$ cat config.mk
export PLATFORM = sky130hd
export DESIGN_NAME = serial_subtractor
export DESIGN_NICKNAME = d
export VERILOG_FILES = /design/src/rtl/serial_subtractor.sv
export SDC_FILE = /design/constraint.sdc
export NUM_CORES = 1
export LEC_CHECK = 0
export CAP_MARGIN = 20
export CORE_MARGIN = 3
export CORE_UTILIZATION = 30
export CTS_CLUSTER_DIAMETER = 80
export DETAILED_ROUTE_END_ITERATION = 10
export PLACE_DENSITY = 0.55
export SYNTH_ARGS = -nofsm -noshare
export SYNTH_HDL_FRONTEND = slang
export SYNTH_SLANG_ARGS = --single-unit
$ cat constraint.sdc
create_clock -name CLK100MHZ -period 2.3 [get_ports CLK100MHZ]
set_clock_uncertainty 0.2 [all_clocks]
set_input_delay 0.23 -clock CLK100MHZ [delete_from_list [all_inputs] [get_ports CLK100MHZ]]
set_output_delay 0.23 -clock CLK100MHZ [all_outputs]
set_load 0.01 [all_outputs]
$ cat src/rtl/serial_subtractor.sv
// serial_subtractor: debounced-button-started bit-serial A-B, one full-subtractor cell, LSB first
module serial_subtractor #(
  parameter int WIDTH = 4,
  parameter int DEBOUNCE_CYCLES = 1_000_000
) (
  input  logic               CLK100MHZ,
  input  logic               CPU_RESETN,
  input  logic [2*WIDTH-1:0] SW,
  input  logic               BTNC,
  output logic [WIDTH+1:0]   led
);
  localparam int DW = $clog2(DEBOUNCE_CYCLES + 1);
  localparam int CW = $clog2(WIDTH + 1);
  typedef enum logic {IDLE, RUN} state_t;
  state_t           state;
  logic [1:0]       sync;
  logic             level, level_q, start;
  logic [DW-1:0]    db_cnt;
  logic             db_done;
  logic [WIDTH-1:0] a, b, r, r_next;
  logic [CW-1:0]    cnt;
  logic             bin, d, bout;
  assign start   = level & ~level_q;
  assign db_done = db_cnt == DW'(DEBOUNCE_CYCLES - 1);
  assign d       = a[0] ^ b[0] ^ bin;
  assign bout    = (~a[0] & b[0]) | (~(a[0] ^ b[0]) & bin);
  // Difference bits enter at the MSB so the LSB-first stream lands in place after WIDTH shifts
  assign r_next  = WIDTH'({d, r} >> 1);
  always_ff @(posedge CLK100MHZ) begin
    if (!CPU_RESETN) begin
      sync    <= '0;
      level   <= 1'b0;
      level_q <= 1'b0;
      db_cnt  <= '0;
    end else begin
      sync    <= {sync[0], BTNC};
      level_q <= level;
      db_cnt  <= (sync[1] == level || db_done) ? '0 : db_cnt + DW'(1);
      if (sync[1] != level && db_done) level <= ~level;
    end
  end
  always_ff @(posedge CLK100MHZ) begin
    if (!CPU_RESETN) begin
      state <= IDLE;
      led   <= '0;
      a     <= '0;
      b     <= '0;
      r     <= '0;
      cnt   <= '0;
      bin   <= 1'b0;
    end else if (state == IDLE) begin
      if (start) begin
        a            <= SW[WIDTH-1:0];
        b            <= SW[2*WIDTH-1:WIDTH];
        bin          <= 1'b0;
        cnt          <= '0;
        led[WIDTH+1] <= 1'b1;
        state        <= RUN;
      end
    end else begin
      a   <= a >> 1;
      b   <= b >> 1;
      bin <= bout;
      cnt <= cnt + CW'(1);
      r   <= r_next;
      if (cnt == CW'(WIDTH - 1)) begin
        led   <= {1'b0, bout, r_next};
        state <= IDLE;
      end
    end
  end
endmodule

== After elaboration in Yosys (flattened, before gate mapping) ==
Cells that the tools add are included.

* Logic and storage cells: 53
* Bits of input ports: 11
* Output and inout port bits: 6
* Flip-flop bits (word level): 47

* Bitwise operators: 11
* Equality and inequality tests: 5
* Reduce and logical (&&, ||, !) cells: 7
* Multiplexer cells: 14
* Add/sub/neg operators: 2

{| class="wikitable"
|+ Operators by type and width
! cell !! count
|-
| 20-bit by 1-bit adder with 20-bit output, second input constant || 1
|-
| 20-bit equality test, second input constant || 1
|-
| 3-bit two-way mux || 6
|-
| 1-bit two-way mux || 7
|-
| 6-bit two-way mux || 1
|-
| 1-bit inverter || 5
|-
| 2-bit AND reduction || 2
|-
| 2-bit OR reduction || 2
|-
| 3-bit by 1-bit adder with 3-bit output, second input constant || 1
|-
| 1-bit AND || 3
|-
| 3-bit by 2-bit equality test with 1-bit output, second input constant || 1
|-
| 2-bit by 1-bit inequality test with 1-bit output, second input constant || 1
|-
| 2-bit nonzero test || 1
|-
| 1-bit bitwise XOR || 2
|-
| 1-bit equality test || 1
|-
| 1-bit logical AND || 1
|-
| 1-bit logical OR || 1
|-
| 1-bit inequality test || 1
|-
| 1-bit bitwise OR || 1
|}

== Logic depth before layout (Yosys ltp) ==
Gate-level depths: netlist of run 1.

* Depth in word-level cells: 6
* Mapped depth: 6

== Worst setup path after synthesis of run 1 ==
OpenSTA, ideal clock, no wires.

* Path kind: register -> register
* From: register db_cnt[0]
* To: register db_cnt[10]
* Cell stages (with the launch flop): 7
* Path slack: 0.223 ns
* Clock period less this slack: 2.077 ns
* Data arrival time: 1.759 ns
* Setup time: 0.117 ns
* Buffers on the path: 1
* Cell sequence: dfxtp_1 > ha_1 > and2_1 > nand2_2 > o41ai_4 > buf_2 > nor2_1

* Cells in the longest elaborated chain, start to end: 3
* Elaborated cells on any way between the ends: 4
* Classes of those cells: add/sub (1); eq/ne (1); reduce/logical (2)

{| class="wikitable"
|+ RTL lines
! element !! line !! RTL
|-
| start, declared || 18 || <nowiki>logic [DW-1:0] db_cnt;</nowiki>
|-
| start signal, assigned || 38 || <nowiki>db_cnt <= (sync[1] == level || db_done) ? '0 : db_cnt + DW'(1);</nowiki>
|-
| parallel branches: the longest is 3 deep, another holds 20-bit by 1-bit adder with 20-bit output || - ||
|}

Several ways; the timed one is not identified.
A chain may end at the register's enable or synchronous reset.

== Worst setup path in the final report of run 1 ==
* From: register db_cnt[6]
* To: register db_cnt[17]

The elaborated chain is that of the path after synthesis.

==> results.txt, run 1 <==
The share of the clock period used by the worst path after layout is 0.928. The overall fraction of global-route tracks in use is 0.106. Of the total synthesized cell area, the portion taken by XOR and XNOR cells is 0.0563.

Along the worst hold path, the cell count comes to 1. The first global-routing pass estimated 6560 um of wire. The proportion of register bits with asynchronous set or reset after synthesis came out at 0. The post-synthesis compound-gate area fraction came to 0.0983.

Synthesis produced a netlist with a net count of 241. The worst slew slack as a fraction of its limit came out at 0.739. The post-CTS clock slew at the launch and capture registers of the worst setup and hold paths came out at 90 ps. The worst setup path is launched from a flop.

The worst path needs 2130 ps of the cycle, external delays included. The data arrival time at the worst-slack endpoint is 2170 ps. The wire-length estimate of the detail-placed layout is 2610 um. The post-detailed-route count of antenna-violating nets is 0. The number of endpoints failing setup at the final stage is 0. The clock tree buffer depth came out at 2.

The count of clock tree sinks came out at 46. After synthesis, the largest family of logic cells by area is simple AND/OR/NAND/NOR gates. The top fanout value on the critical path is 8.

The count of warnings emitted by yosys came out at 0. The share of synthesized area in the top cell type comes to 0.455. The total routed wirelength is 3650 um. The initial detailed-routing violation count is 76. The count of buffers added on input and output ports is 16. The number of gates given a new drive strength after cts is 0.

The top achievable clock speed is 468 MHz. The post-CTS setup repair buffer count is 0. After synthesis, the cell types taking the most area are sky130_fd_sc_hd__dfxtp_1, sky130_fd_sc_hd__mux2i_1, sky130_fd_sc_hd__nand2_1, sky130_fd_sc_hd__and2_1, sky130_fd_sc_hd__xor2_1. The die span in x is 88.1 um. The number of design rule violations left after detail routing came out at 0. Of the total synthesized cell area, the portion taken by full adders, half adders and majority gates is 0.0284.

The via density per instance came out at 4.70. The area occupied by multi-input gates is 1040 sq um. Entering global routing, the biggest net connects 26 pins.

The clock latency reported for the late side of the worst-skew pair came out at 300 ps. The region available for standard cell placement spans 6460 sq um. The leakage power figure is 0.806 nW. The number of ports placed on the die boundary is 17. The total standard cell area after synthesis is 2020 sq um.

After detailed routing, the average wire length per cell comes to 11.2 um. The fill cell total of the finished layout is 671. After synthesis, the share of cell area in mux cells is 0.0594. The kind of critical path is reg -> reg. The design draws 1.46 mW. The growth of design area from synthesis to finish is 19.2%. The floorplan step defined a die boundary enclosing 7770 sq um.

The proportion of layout cells with a drive suffix above 1 is 0.0806. For this design the ratio of total power to cell area is 604 nW/um^2. The post-layout net count came out at 262. The number of hold buffers added after CTS was 0. The simple logic cell fraction of the synthesized area came out at 0.271. The H-tree was split into 2 levels. In this run, synthesis produced a sequential element count of 46. The most used flip-flop cell after synthesis is sky130_fd_sc_hd__dfxtp_1. The initial antenna violation count is 0.

The floorplan die height is 88.1 um. The pin slew with the least headroom to its limit came out at 388 ps. The tree is rooted in a sky130_fd_sc_hd__clkbuf_8. The number of cells on the worst reg-to-reg path came out at 4. The number of flops mapped to enable cells by yosys is 0. The share of the Yosys chip area taken by registers is 0.455. The number of CTS-inserted buffers came out at 5. The number of different library cells used by synthesis comes to 34. The largest total area in the synthesized netlist belongs to sky130_fd_sc_hd__dfxtp_1.

The routability congestion estimate is 0.733. The required time at the endpoint of the critical path came out at 2340 ps. The register area is 921 sq um. The final number of max-transition violations is 0.

The floorplan has 29 rows. In the synthesized netlist, the cells that appear most often are sky130_fd_sc_hd__dfxtp_1, sky130_fd_sc_hd__nand2_1, sky130_fd_sc_hd__and2_1. TritonCTS built the clock tree. The detailed router placed 1527 vias in this run.

The reported max-cap violation count is 0. The detailed-routing iteration count for the pre-antenna-repair pass is 4. STA classifies the critical path endpoint as a flop. The via count of the first global-routing pass is 1486. Setup repair after global routing left no endpoint under its margin. The mean post-synth cell area came out at 8.95 sq um. The most instantiated library cell after synthesis is sky130_fd_sc_hd__dfxtp_1. The number of diodes added for antenna fixing is 0. The sum of overflow across all layers after global routing is 0. The flow ran to the end, and the final reports show no timing, DRC or antenna violations. The worst min-delay path class is reg -> reg. For the final routed database, the setup TNS stands at 0 ps. The starting density of the core is 0.313. The number of hold violations in the final report is 0. The worst vdd rail ir drop came out at 0.207 mV. The synthesized instance count came out at 226.
==> logic make-up after synthesis <==
family | Yosys count
mux | 12
xor+xnor | 13
compound gates | 30
flops | 46
simple gates | 105
buf+inv | 16
fa+ha+maj | 4
==> critical path: stages (launching register included) <==
cell and delay (ps):
sky130_fd_sc_hd__dfxtp_1 450, sky130_fd_sc_hd__nand3_2 120, sky130_fd_sc_hd__or4_1 640, sky130_fd_sc_hd__or4_1 520, sky130_fd_sc_hd__a21oi_1 150
==> power by group <==
part | switching [mW] | total, mW | internal (mW) | leakage [nW]
registers | 0.00137 | 0.799 | 0.798 | 0.371
logic | 0.0125 | 0.0340 | 0.0216 | 0.379
clock network | 0.292 | 0.623 | 0.331 | 0.0563
==> sequential cells by signal, indices dropped and copies added (netlist names), 2 cells and up <==
signal and cells:
sync 2, b 4, a 4, r 3
led 6, cnt 3, db_cnt 20
==> placed cells by master (no fill, tap or decap), types with 8 or more instances in the layout <==
| master | Yosys | layout |
|---|---|---|
| sky130_fd_sc_hd__a21oi_1 | 8 | 8 |
| sky130_fd_sc_hd__and2_1 | 17 | 17 |
| sky130_fd_sc_hd__clkdlybuf4s50_1 | 0 | 16 |
| sky130_fd_sc_hd__mux2i_1 | 12 | 12 |
| sky130_fd_sc_hd__nand3_1 | 14 | 14 |
| sky130_fd_sc_hd__nor2_1 | 16 | 16 |
| sky130_fd_sc_hd__o21ai_0 | 9 | 9 |
| sky130_fd_sc_hd__dfxtp_1 | 46 | 46 |
| sky130_fd_sc_hd__nand2_1 | 30 | 30 |
| sky130_fd_sc_hd__xor2_1 | 9 | 9 |
==> path summary, 6_finish.rpt <==
check | to | start | slack [ps]
max | db_cnt[17]$_SDFF_PP0_ | db_cnt[6]$_SDFF_PP0_ | 170
min | sync[1]$_SDFF_PN0_ | sync[0]$_SDFF_PN0_ | 250
max reg2reg | db_cnt[17]$_SDFF_PP0_ | db_cnt[6]$_SDFF_PP0_ | 170
min reg2reg | sync[1]$_SDFF_PN0_ | sync[0]$_SDFF_PN0_ | 250
==> area by class of cell <==
type                            instances  share of cell area
Clock buffer                            5              0.0285
Clock inverter                          3              0.0202
Inverter                                7              0.0109
Multi-Input combinational cell        164               0.431
Sequential cell                        46               0.382
Tap cell                               77              0.0399
Timing Repair Buffer                   23              0.0882
==> metal layers <==
metal  share of wire  wire [um]  track usage  vias to the layer above
met5               0          0            0                        -
met4           0.011         39       0.0412                        0
met3           0.036        132       0.0226                        4
met2            0.44       1610        0.161                       22
met1            0.51       1870        0.146                      684
li1                -          -            -                      817
==> metrics by stage <==
| step | hold WS [ps] | setup WS [ps] | instances | utilization | area (sq um) |
|---|---|---|---|---|---|
| global placement | 217 | 246 | 317 | 0.355 | 2290 |
| finish | 246 | 165 | 325 | 0.373 | 2410 |
| CTS | 252 | 168 | 325 | 0.373 | 2410 |
| global route | 272 | 59.5 | 325 | 0.373 | 2410 |
| floorplan | 145 | 223 | 226 | - | 2020 |
| detailed placement | 227 | 178 | 317 | 0.355 | 2290 |
(Power assumes the default switching activity.)
==> inputs of run 2 (changes only) <==
--- a/config.mk
+++ b/config.mk
@@ -7,10 +7,10 @@
 export LEC_CHECK = 0
 export CAP_MARGIN = 20
 export CORE_MARGIN = 3
-export CORE_UTILIZATION = 30
+export CORE_UTILIZATION = 56
 export CTS_CLUSTER_DIAMETER = 80
 export DETAILED_ROUTE_END_ITERATION = 10
-export PLACE_DENSITY = 0.55
+export PLACE_DENSITY = 0.85
 export SYNTH_ARGS = -nofsm -noshare
 export SYNTH_HDL_FRONTEND = slang
 export SYNTH_SLANG_ARGS = --single-unit
==> results.txt, run 2 (same netlist as run 1, synthesis figures left out) <==
The routability congestion estimate is 0.816. The required time at the endpoint of the critical path is 2390 ps. The average wire per standard cell is 11.7 um.

In this run the static leakage power is 0.794 nW. The worst min-delay path class is in -> reg. The cell row count came out at 21. The number of diodes added for antenna fixing came out at 0. Leaving out fill and tap cells, the most frequent cell in the layout is sky130_fd_sc_hd__dfxtp_1.

Measured along the y axis, the die boundary spans 66.1 um. The post-CTS setup repair buffer count is 0. The switching component of the power came out at 252 uW. In the final layout, the registers with the most flip-flops are db_cnt (20), led (6).

The starting density of the core is 0.592. The post-layout net count came out at 262. Of the total power, the clock network draws 0.371.

The initial antenna violation count is 0. The terminus of the critical flop-to-flop path is db_cnt[17]$_SDFF_PP0_. The area of the die is 4370 sq um. The clock tree buffer depth is 2. The worst hold path passes through 3 cells. For this design, the CTS-stage hold fixing added 0 buffers. The critical path is of the reg -> reg type. The number of ports placed on the die boundary is 17. The fraction of power consumed by sequential logic came out at 0.604. Summing all multi-input logic gate instances after layout gives 1040 sq um. Setup repair after global routing left no endpoint under its margin. After floorplanning, the core was sized to cover 3420 sq um.

Dividing the final minimum period by the clock period gives 0.927. The setup TNS after final layout came out at 0 ps. The top fanout value on the critical path is 8. The overall fraction of global-route tracks in use came out at 0.180. Counting the buffers created by CTS gives 5. The pin count of the biggest net entering global routing is 27.

The total routed wirelength came out at 3440 um. The post-detailed-route count of antenna-violating nets came out at 0. The register area is 921 sq um. The total chip power came out at 1.32 mW.

The power per cell area is 567 nW/um^2. The minimum clock period is 2130 ps. The fill cell total of the finished layout came out at 274.

The design internal power is 1.07 mW. The worst slew slack as a fraction of its limit is 0.748. The run finished with clean final reports. For this block, the initial DRC count from the detailed router was 85. In this run the critical register-to-register path is launched from db_cnt[9]$_SDFF_PP0_. The switching share of total power came out at 0.190. The number of flip-flops in the largest register is 20. The die span in x is 66.1 um. The via density per instance came out at 5.38. The end point of the most critical hold path is b[3]$_SDFFE_PP0P_.

The top cell types in the final layout, fill and taps aside, are sky130_fd_sc_hd__dfxtp_1, sky130_fd_sc_hd__nand2_1, sky130_fd_sc_hd__and2_1, sky130_fd_sc_hd__nor2_1, sky130_fd_sc_hd__clkdlybuf4s50_1. The root buffer cell is sky130_fd_sc_hd__clkbuf_4. The pin slew with the least headroom to its limit came out at 375 ps. The clock tree from TritonCTS is built.

The quantity of I/O buffers inserted on ports is 16. Derived from the worst setup path, the maximum achievable clock frequency is 469 MHz. The detailed-routing iteration count for the pre-antenna-repair pass came out at 4. In this run the most critical hold path is launched from SW[7]. The sum of overflow across all layers after global routing came out at 0. The final design area excluding fillers is 2340 sq um. The count of clock tree sinks came out at 46. The first global-routing pass estimated 6040 um of wire. The number of design rule violations left after detail routing came out at 0.

The worst setup path is captured at a flop. In this run, post-CTS repair resized a total of 0 instances. The reported max-cap violation count came out at 0. The number of cells on the worst reg-to-reg path came out at 4. The standard cell area after detailed placement is 2260 sq um. Of the total power, combinational logic draws 0.025. The clock latency reported for the late side of the worst-skew pair came out at 350 ps. The worst vdd rail ir drop came out at 0.452 mV. The via count of the first global-routing pass is 1454. Across all register-to-register paths, the minimum setup slack is 170 ps.

For the worst setup path, the data arrival time is 2230 ps. The count of vias placed by the detailed router is 1577. The number of endpoints failing setup at the final stage came out at 0. The final number of max-transition violations came out at 0. From synthesis to final layout, the design area changed by 15.5%. The CTS H-tree depth is 2.

Of the cells placed in the final design, the portion with a size suffix greater than 1 is 0.0769. The number of hold violations in the final report came out at 0. The type of origin of the critical path is a flop. The post-DP HPWL is 2550 um. Clock-pin slew was measured on the worst setup and hold paths at 120 ps. The register ranked first by flip-flop count is db_cnt.
run 2: cell type report:
| type | count | share of cell area |
|---|---|---|
| sequential | 46 | 0.394 |
| tap | 46 | 0.0246 |
| timing repair buffer | 23 | 0.0910 |
| multi-input combinational | 164 | 0.444 |
| clock buffer | 6 | 0.0219 |
| clock inverter | 1 | 0.0128 |
| inverter | 7 | 0.0112 |
run 2: critical path, stage by stage (launching register included):
cell and delay [ps]:
sky130_fd_sc_hd__dfxtp_1 460, sky130_fd_sc_hd__nand4_2 160, sky130_fd_sc_hd__or4_1 610, sky130_fd_sc_hd__or4_1 510, sky130_fd_sc_hd__a21oi_1 140
run 2: power by group through the flow:
stage	combinational, mW	clock (mW)	sequential, mW
2_1_floorplan	0.0110	0	0.818
3_3_place_gp	0.0333	0	0.818
3_5_place_dp	0.0336	0	0.818
4_1_cts	0.0337	0.505	0.800
5_1_grt	0.0365	0.542	0.801
6_report	0.0331	0.492	0.800
run 2: worst max path at each step:
stage / from / to / slack [ps] / cells past startpoint
after floorplan: db_cnt[0]$_SDFF_PP0_ / db_cnt[10]$_SDFF_PP0_ / 220 / 6
after global placement: db_cnt[9]$_SDFF_PP0_ / db_cnt[17]$_SDFF_PP0_ / 270 / 4
after detailed placement: db_cnt[9]$_SDFF_PP0_ / db_cnt[17]$_SDFF_PP0_ / 210 / 4
after CTS: db_cnt[9]$_SDFF_PP0_ / db_cnt[17]$_SDFF_PP0_ / 180 / 4
after global routing: db_cnt[9]$_SDFF_PP0_ / db_cnt[19]$_SDFF_PP0_ / 60 / 4
final: db_cnt[9]$_SDFF_PP0_ / db_cnt[17]$_SDFF_PP0_ / 170 / 4
run 2: through the flow:
step	cells	util	hold slack, ps	worst slack, ps
CTS	293	0.684	201	181
global placement	286	0.660	215	266
finish	293	0.684	208	168
global route	293	0.684	222	59.9
floorplan	226	-	145	223
detailed placement	286	0.660	223	214
run 2: metal layers:
layer | GRT usage | up-vias | share of wire
met4 | 0.0888 | 0 | 0.023
li1 | - | 815 | -
met5 | 0 | - | 0
met3 | 0.0510 | 9 | 0.042
met2 | 0.289 | 31 | 0.46
met1 | 0.220 | 722 | 0.48
